### src/rtl/pipe_ctrl.sv
// rtl/pipe_ctrl.sv - pipeline hazard control FSM with status capture and saturating event counters
// Counters are CntW bits wide (default 32), zero-extended onto the 32-bit count outputs.
module pipe_ctrl #(
   parameter int CntW = 32
) (
   input  logic        clk,
   input  logic        rst_n,
   input  logic        start,
   input  logic [3:0]  D_icode,
   input  logic [3:0]  E_icode,
   input  logic [3:0]  M_icode,
   input  logic [3:0]  W_icode,
   input  logic [3:0]  E_dstM,
   input  logic [3:0]  d_srcA,
   input  logic [3:0]  d_srcB,
   input  logic        e_Cnd,
   input  logic [1:0]  m_stat,
   input  logic [1:0]  W_stat,
   output logic        F_stall,
   output logic        D_stall,
   output logic        D_bubble,
   output logic        E_bubble,
   output logic        M_bubble,
   output logic        W_stall,
   output logic        set_cc,
   output logic [1:0]  cpu_stat,
   output logic        halted,
   output logic [31:0] cyc_cnt,
   output logic [31:0] ret_cnt,
   output logic [31:0] lu_cnt,
   output logic [31:0] mp_cnt
);

   localparam logic [3:0] I_NOP    = 4'h1;
   localparam logic [3:0] I_MRMOVQ = 4'h5;
   localparam logic [3:0] I_OPQ    = 4'h6;
   localparam logic [3:0] I_JXX    = 4'h7;
   localparam logic [3:0] I_RET    = 4'h9;
   localparam logic [3:0] I_POPQ   = 4'hB;
   localparam logic [3:0] R_NONE   = 4'hF;

   localparam logic [1:0] S_AOK = 2'd0;
   localparam logic [1:0] S_HLT = 2'd1;
   localparam logic [1:0] S_ADR = 2'd2;
   localparam logic [1:0] S_INS = 2'd3;

   typedef enum logic [1:0] {stIdle, stRun, stHalted, stError} state_t;

   state_t state, nextState;

   logic loadUse, retIn, misPred;
   logic [1:0] cpuStatQ;
   logic haltedQ;
   logic [CntW-1:0] cycQ, retQ, luQ, mpQ;

   function automatic logic [CntW-1:0] satInc(input logic [CntW-1:0] v);
      return (&v) ? v : v + CntW'(1);
   endfunction

   // Hazard terms from the stage registers
   assign loadUse = ((E_icode == I_MRMOVQ) || (E_icode == I_POPQ)) &&
                    (E_dstM != R_NONE) &&
                    ((E_dstM == d_srcA) || (E_dstM == d_srcB));
   assign retIn   = (D_icode == I_RET) || (E_icode == I_RET) || (M_icode == I_RET);
   assign misPred = (E_icode == I_JXX) && !e_Cnd;

   always_ff @(posedge clk or negedge rst_n) begin
      if (!rst_n) state <= stIdle;
      else        state <= nextState;
   end

   always_comb begin
      nextState = state;
      case (state)
         stIdle: if (start) nextState = stRun;
         stRun: begin
            if (W_stat == S_HLT)                          nextState = stHalted;
            else if ((W_stat == S_ADR) || (W_stat == S_INS)) nextState = stError;
         end
         default: nextState = state;
      endcase
   end

   always_comb begin
      F_stall  = 1'b0;
      D_stall  = 1'b0;
      D_bubble = 1'b0;
      E_bubble = 1'b0;
      M_bubble = 1'b0;
      W_stall  = 1'b0;
      set_cc   = 1'b0;
      case (state)
         stIdle: begin
            F_stall  = 1'b1;
            D_bubble = 1'b1;
            E_bubble = 1'b1;
            M_bubble = 1'b1;
         end
         stRun: begin
            F_stall  = loadUse || retIn;
            D_stall  = loadUse;
            D_bubble = misPred || (retIn && !loadUse);
            E_bubble = misPred || loadUse;
            M_bubble = (m_stat != S_AOK) || (W_stat != S_AOK);
            W_stall  = (W_stat != S_AOK);
            set_cc   = (E_icode == I_OPQ) && (m_stat == S_AOK) && (W_stat == S_AOK);
         end
         default: begin
            F_stall  = 1'b1;
            D_stall  = 1'b1;
            W_stall  = 1'b1;
            M_bubble = 1'b1;
         end
      endcase
   end

   // Status is latched only on the RUN exit edge; HALTED/ERROR leave by reset alone
   always_ff @(posedge clk or negedge rst_n) begin
      if (!rst_n) begin
         cpuStatQ <= S_AOK;
         haltedQ  <= 1'b0;
      end else begin
         if ((state == stRun) && (W_stat != S_AOK)) cpuStatQ <= W_stat;
         haltedQ <= (nextState == stHalted) || (nextState == stError);
      end
   end

   always_ff @(posedge clk or negedge rst_n) begin
      if (!rst_n) begin
         cycQ <= '0;
         retQ <= '0;
         luQ  <= '0;
         mpQ  <= '0;
      end else if (state == stRun) begin
         cycQ <= satInc(cycQ);
         if ((W_stat == S_AOK) && (W_icode != I_NOP)) retQ <= satInc(retQ);
         if (loadUse) luQ <= satInc(luQ);
         if (misPred) mpQ <= satInc(mpQ);
      end
   end

   assign cpu_stat = cpuStatQ;
   assign halted   = haltedQ;
   assign cyc_cnt  = 32'(cycQ);
   assign ret_cnt  = 32'(retQ);
   assign lu_cnt   = 32'(luQ);
   assign mp_cnt   = 32'(mpQ);

endmodule

### config.mk
export PLATFORM = sky130hd
export DESIGN_NAME = pipe_ctrl
export DESIGN_NICKNAME = d
export VERILOG_FILES = /design/src/rtl/pipe_ctrl.sv
export SDC_FILE = /design/constraint.sdc
export NUM_CORES = 1
export LEC_CHECK = 0
export ABC_AREA = 1
export CAP_MARGIN = 20
export CORE_ASPECT_RATIO = 0.8
export CORE_MARGIN = 2
export CORE_UTILIZATION = 33
export DETAILED_ROUTE_END_ITERATION = 8
export GPL_TIMING_DRIVEN = 1
export PLACE_DENSITY = 0.64
export SLEW_MARGIN = 20
export SYNTH_ARGS = -nofsm -noshare
export SYNTH_HDL_FRONTEND = slang
export SYNTH_SLANG_ARGS = --single-unit
export TNS_END_PERCENT = 10
### constraint.sdc
create_clock -name clk -period 5.18 [get_ports clk]
set_clock_uncertainty 0.1 [all_clocks]
set_input_delay 1.554 -clock clk [delete_from_list [all_inputs] [get_ports clk]]
set_output_delay 1.554 -clock clk [all_outputs]
set_load 0.005 [all_outputs]
==> flow_results.xml <==
<?xml version="1.0" encoding="UTF-8"?>
<metrics>
  <group name="outcome">
    <metric name="outcome" unit="">completed</metric>
  </group>
  <group name="clock_tree">
    <metric name="cts.sinks" unit="">133</metric>
    <metric name="cts_hold_buffers" unit="">0</metric>
    <metric name="clock_tree.htree_level_count" unit="">4</metric>
    <metric name="clk-insertion-delay-late" unit="ps">420</metric>
    <metric name="cts_repair_resize_count" unit="">0</metric>
    <metric name="buffer_count_from_post_cts_setup_fixing" unit="">0</metric>
    <metric name="cts-root-to-sink-buffers" unit="">2</metric>
    <metric name="root_buffer" unit="">sky130_fd_sc_hd__clkbuf_16</metric>
    <metric name="cts_tree" unit="">yes</metric>
    <metric name="clkSlewWorstSetupHoldPaths" unit="ps">60</metric>
    <metric name="cts_made_buffers" unit="">17</metric>
  </group>
  <group name="hold_path">
    <metric name="hp-class" unit="">reg2reg</metric>
    <metric name="min_path_cells" unit="">2</metric>
  </group>
  <group name="synth">
    <metric name="synth_top_cells_by_area" unit="">sky130_fd_sc_hd__dfrtp_1 (38%), sky130_fd_sc_hd__nand2_1 (29%), sky130_fd_sc_hd__nor2_1 (9.0%)</metric>
    <metric name="asyncSetResetFlopFracSynth" unit="%">100</metric>
    <metric name="netlist.top_cell.by_area" unit="">sky130_fd_sc_hd__dfrtp_1</metric>
    <metric name="yosys-top-cells-count" unit="">sky130_fd_sc_hd__nand2_1 (685), sky130_fd_sc_hd__nor2_1 (212), sky130_fd_sc_hd__dfrtp_1 (133)</metric>
    <metric name="synth_flop_cell" unit="">sky130_fd_sc_hd__dfrtp_1</metric>
    <metric name="synth_edf_count" unit="">0</metric>
    <metric name="postSynthCellCount" unit="">1358</metric>
    <metric name="synth-seq-cells" unit="">133</metric>
    <metric name="ys_warn_count" unit="">0</metric>
    <metric name="synth_largest_type_area_fraction" unit="%">37.8</metric>
    <metric name="ys_seq_area_share" unit="%">37.8</metric>
    <metric name="syn_avg_cell_area" unit="um^2">6.49</metric>
    <metric name="postSynthNetCount" unit="">1398</metric>
    <metric name="synthDistinctLibCells" unit="">29</metric>
    <metric name="synthesized_cell_area" unit="um^2">8810</metric>
    <metric name="yosysMostFrequentCell" unit="">sky130_fd_sc_hd__nand2_1</metric>
  </group>
  <group name="route">
    <metric name="drt-pass1-iter-count" unit="">6</metric>
    <metric name="avgRoutedWirePerCell" unit="um">14.5</metric>
    <metric name="routed_wl" unit="um">27600</metric>
    <metric name="drt_iter0_drc" unit="">592</metric>
    <metric name="vias_per_cell" unit="">4.66</metric>
    <metric name="drt_drc_violations_left" unit="">0</metric>
    <metric name="routed-via-count" unit="">8867</metric>
    <metric name="detail-route-antenna-nets" unit="">0</metric>
  </group>
  <group name="sta">
    <metric name="setup_total_negative_slack" unit="ps">0</metric>
    <metric name="finalSetupViolCount" unit="">0</metric>
    <metric name="slew_violations" unit="">0</metric>
    <metric name="max_freq" unit="GHz">0.198</metric>
    <metric name="max-slew-margin-rel" unit="%">39.1</metric>
    <metric name="timing.final.hold_violations" unit="">0</metric>
    <metric name="holdWs" unit="ps">447</metric>
    <metric name="setup_repair_after_global_routing_missed_its_margin" unit="">no</metric>
    <metric name="tightest_slew" unit="ps">911</metric>
    <metric name="timing.final.crit_share" unit="%">97.5</metric>
    <metric name="post-route-min-period" unit="ps">5050</metric>
  </group>
  <group name="critical_path">
    <metric name="arrival" unit="ps">3400</metric>
    <metric name="critical_path_buf_inv_count" unit="">3</metric>
    <metric name="worstPathCellList" unit="">clkdlybuf4s50_1 -&gt; inv_1 -&gt; nor2_2 -&gt; nand3_1 -&gt; a21oi_1 -&gt; nand2_1 -&gt; a21oi_1 -&gt; clkdlybuf4s50_1</metric>
    <metric name="worst_path_max_delay_cell" unit="">sky130_fd_sc_hd__clkdlybuf4s50_1</metric>
    <metric name="max_stage_delay" unit="ps">530</metric>
    <metric name="crit_cells" unit="">8</metric>
    <metric name="worst_setup_path_end_kind" unit="">primary output</metric>
    <metric name="crit_fanout" unit="">3</metric>
    <metric name="worst-setup-path-type" unit="">in2out</metric>
    <metric name="cpLargestDelayFamily" unit="">buffers and inverters</metric>
    <metric name="reg2reg_depth" unit="">9</metric>
    <metric name="worstSetupStartpointType" unit="">input port</metric>
    <metric name="worst-endpoint-required" unit="ps">3530</metric>
  </group>
  <group name="global_route">
    <metric name="antenna_violations_before_repair" unit="">1</metric>
    <metric name="global_route_usage_over_all_layers" unit="%">20.0</metric>
    <metric name="grt_pass1_vias" unit="">8174</metric>
    <metric name="maximum_number_of_pins_on_one_net_before_global_route_repair" unit="">94</metric>
    <metric name="wire_length_of_the_first_global_routing_pass" unit="um">44900</metric>
    <metric name="overflow" unit="">0</metric>
  </group>
  <group name="final_layout">
    <metric name="flow.area_growth_from_synthesis" unit="%">29.6</metric>
    <metric name="num-nets-final" unit="">1572</metric>
    <metric name="final.fill_count" unit="">2754</metric>
    <metric name="layout_cell_share_with_drive_strength_beyond_1" unit="%">4.27</metric>
    <metric name="insertedDiodeCount" unit="">0</metric>
  </group>
  <group name="power">
    <metric name="internal_power" unit="mW">1.78</metric>
    <metric name="vdd_ir_drop_max" unit="mV">0.210</metric>
    <metric name="combPwrFrac" unit="%">3.1</metric>
    <metric name="p_sw" unit="mW">0.540</metric>
    <metric name="power_switching_share" unit="%">23.2</metric>
    <metric name="power.density_cell_area" unit="nW/um^2">204</metric>
    <metric name="power_frac_seq" unit="%">44.7</metric>
    <metric name="p_leak" unit="nW">5.02</metric>
    <metric name="clock_share_of_power" unit="%">52.2</metric>
  </group>
  <group name="die">
    <metric name="rows" unit="">53</metric>
    <metric name="dieArea" unit="um^2">28000</metric>
    <metric name="die_w" unit="um">187</metric>
    <metric name="die_y" unit="um">150</metric>
    <metric name="num_io_pins" unit="">174</metric>
    <metric name="start_util" unit="%">33.5</metric>
    <metric name="design.core.area" unit="um^2">26300</metric>
  </group>
  <group name="flow_run">
    <metric name="maxcap_viol_count" unit="">0</metric>
  </group>
  <group name="placed_design">
    <metric name="gp_congestion" unit="">0.956</metric>
    <metric name="dp.final_hpwl" unit="um">21000</metric>
    <metric name="io_buffer_count" unit="">173</metric>
  </group>
</metrics>
## worst min-delay path: cells and delay by family, from the launching register on
family,cells,cell delay [ps]
DFF,1,390
and+or+nand+nor,2,130
## power groups by stage
stage	Sequential, mW	Combinational (mW)	Clock [mW]
final	1.04	0.0710	1.21
after global routing	1.04	0.0816	1.28
after CTS	1.04	0.0731	1.24
after detailed placement	1.06	0.0730	0
after global placement	1.06	0.0714	0
after floorplan	1.06	0.0148	0
## layout make-up
cell class	count	area (um^2)	area share, %
clock buffers	18	429	3.76
well taps	357	447	3.91
multi-input cells	1113	4950	43.4
flip-flops and latches	133	3330	29.2
clock inverters	14	153	1.34
inverters	88	330	2.89
repair buffers	179	1780	15.6
## cells by family (layout without fill, tap and decap cells)
kind of cell             after synthesis  in the layout  share of synthesized area [%]
adder cells (fa/ha/maj)                4              4                          0.568
buffers and inverters                112            299                           6.00
AND/OR/NAND/NOR                      979            979                           44.3
XOR/XNOR                              90             90                           8.95
AO/OA/AOI/OAI                         40             40                           2.44
flip-flops                           133            133                           37.8
## stage by stage
step / total power [mW] / cells / utilization [%] / worst slack [ps] / cell area (um^2)
2_1_floorplan: 1.07 / 1358 / - / 1270 / 8810
3_3_place_gp: 1.13 / 1870 / 41.3 / 245 / 10800
3_5_place_dp: 1.13 / 1870 / 41.3 / 179 / 10800
4_1_cts: 2.36 / 1902 / 43.5 / 171 / 11400
5_1_grt: 2.41 / 1902 / 43.5 / 11.9 / 11400
6_report: 2.32 / 1902 / 43.5 / 128 / 11400
## registers in the layout (all words and copies together) (netlist names)
register	flops
cpu_stat	2
cyc_cnt	32
halted	1
lu_cnt	32
mp_cnt	32
ret_cnt	32
state	2
## layout by cell type (no fill, tap or decap)
| master | n |
|---|---|
| sky130_fd_sc_hd__nand2_1 | 685 |
| sky130_fd_sc_hd__nor2_1 | 212 |
| sky130_fd_sc_hd__clkdlybuf4s50_1 | 172 |
| sky130_fd_sc_hd__dfrtp_1 | 133 |
| sky130_fd_sc_hd__inv_1 | 80 |
| sky130_fd_sc_hd__xor2_1 | 45 |
| sky130_fd_sc_hd__xnor2_1 | 45 |
| sky130_fd_sc_hd__o21ai_0 | 28 |
| sky130_fd_sc_hd__nand3_1 | 26 |
| sky130_fd_sc_hd__clkbuf_16 | 17 |
| sky130_fd_sc_hd__nand3b_1 | 15 |
| sky130_fd_sc_hd__nor3_1 | 12 |
| sky130_fd_sc_hd__nand4_1 | 9 |
| sky130_fd_sc_hd__nor2_2 | 8 |
| sky130_fd_sc_hd__inv_2 | 8 |
| sky130_fd_sc_hd__buf_4 | 6 |
| sky130_fd_sc_hd__a21oi_1 | 4 |
| sky130_fd_sc_hd__a21boi_0 | 4 |
| sky130_fd_sc_hd__ha_1 | 4 |
| sky130_fd_sc_hd__clkinvlp_4 | 4 |
| sky130_fd_sc_hd__nand3_2 | 3 |
| sky130_fd_sc_hd__nand2_2 | 3 |
| sky130_fd_sc_hd__clkinv_4 | 3 |
| sky130_fd_sc_hd__inv_6 | 3 |
| sky130_fd_sc_hd__a31oi_1 | 2 |
| sky130_fd_sc_hd__nor3_2 | 2 |
| sky130_fd_sc_hd__clkinv_2 | 2 |
| sky130_fd_sc_hd__bufinv_16 | 2 |
| sky130_fd_sc_hd__o211ai_1 | 1 |
| sky130_fd_sc_hd__o21ai_1 | 1 |
| sky130_fd_sc_hd__nand2_4 | 1 |
| sky130_fd_sc_hd__nor2_4 | 1 |
| sky130_fd_sc_hd__nand3_4 | 1 |
| sky130_fd_sc_hd__nand4_2 | 1 |
| sky130_fd_sc_hd__clkbuf_1 | 1 |
| sky130_fd_sc_hd__buf_6 | 1 |
## per-layer routing
layer	up-vias	global-route usage [%]	part of all wire [%]
li1	4509	-	-
met1	4075	29.8	50
met2	262	29.4	42
met3	19	4.48	7.0
met4	2	4.60	1.4
met5	-	0	0.047
## worst paths after layout
kind                        startpoint          end  slack (ps)
min reg2reg                cyc_cnt[31]  cyc_cnt[31]         450
min in group asynchronous        rst_n   cyc_cnt[5]        1120
max in group asynchronous        rst_n  ret_cnt[15]        2960
min                        cyc_cnt[31]  cyc_cnt[31]         450
max reg2reg                  lu_cnt[0]    lu_cnt[6]        2680
max                         E_icode[2]     E_bubble         130
Power figures use the tool's default switching activity.
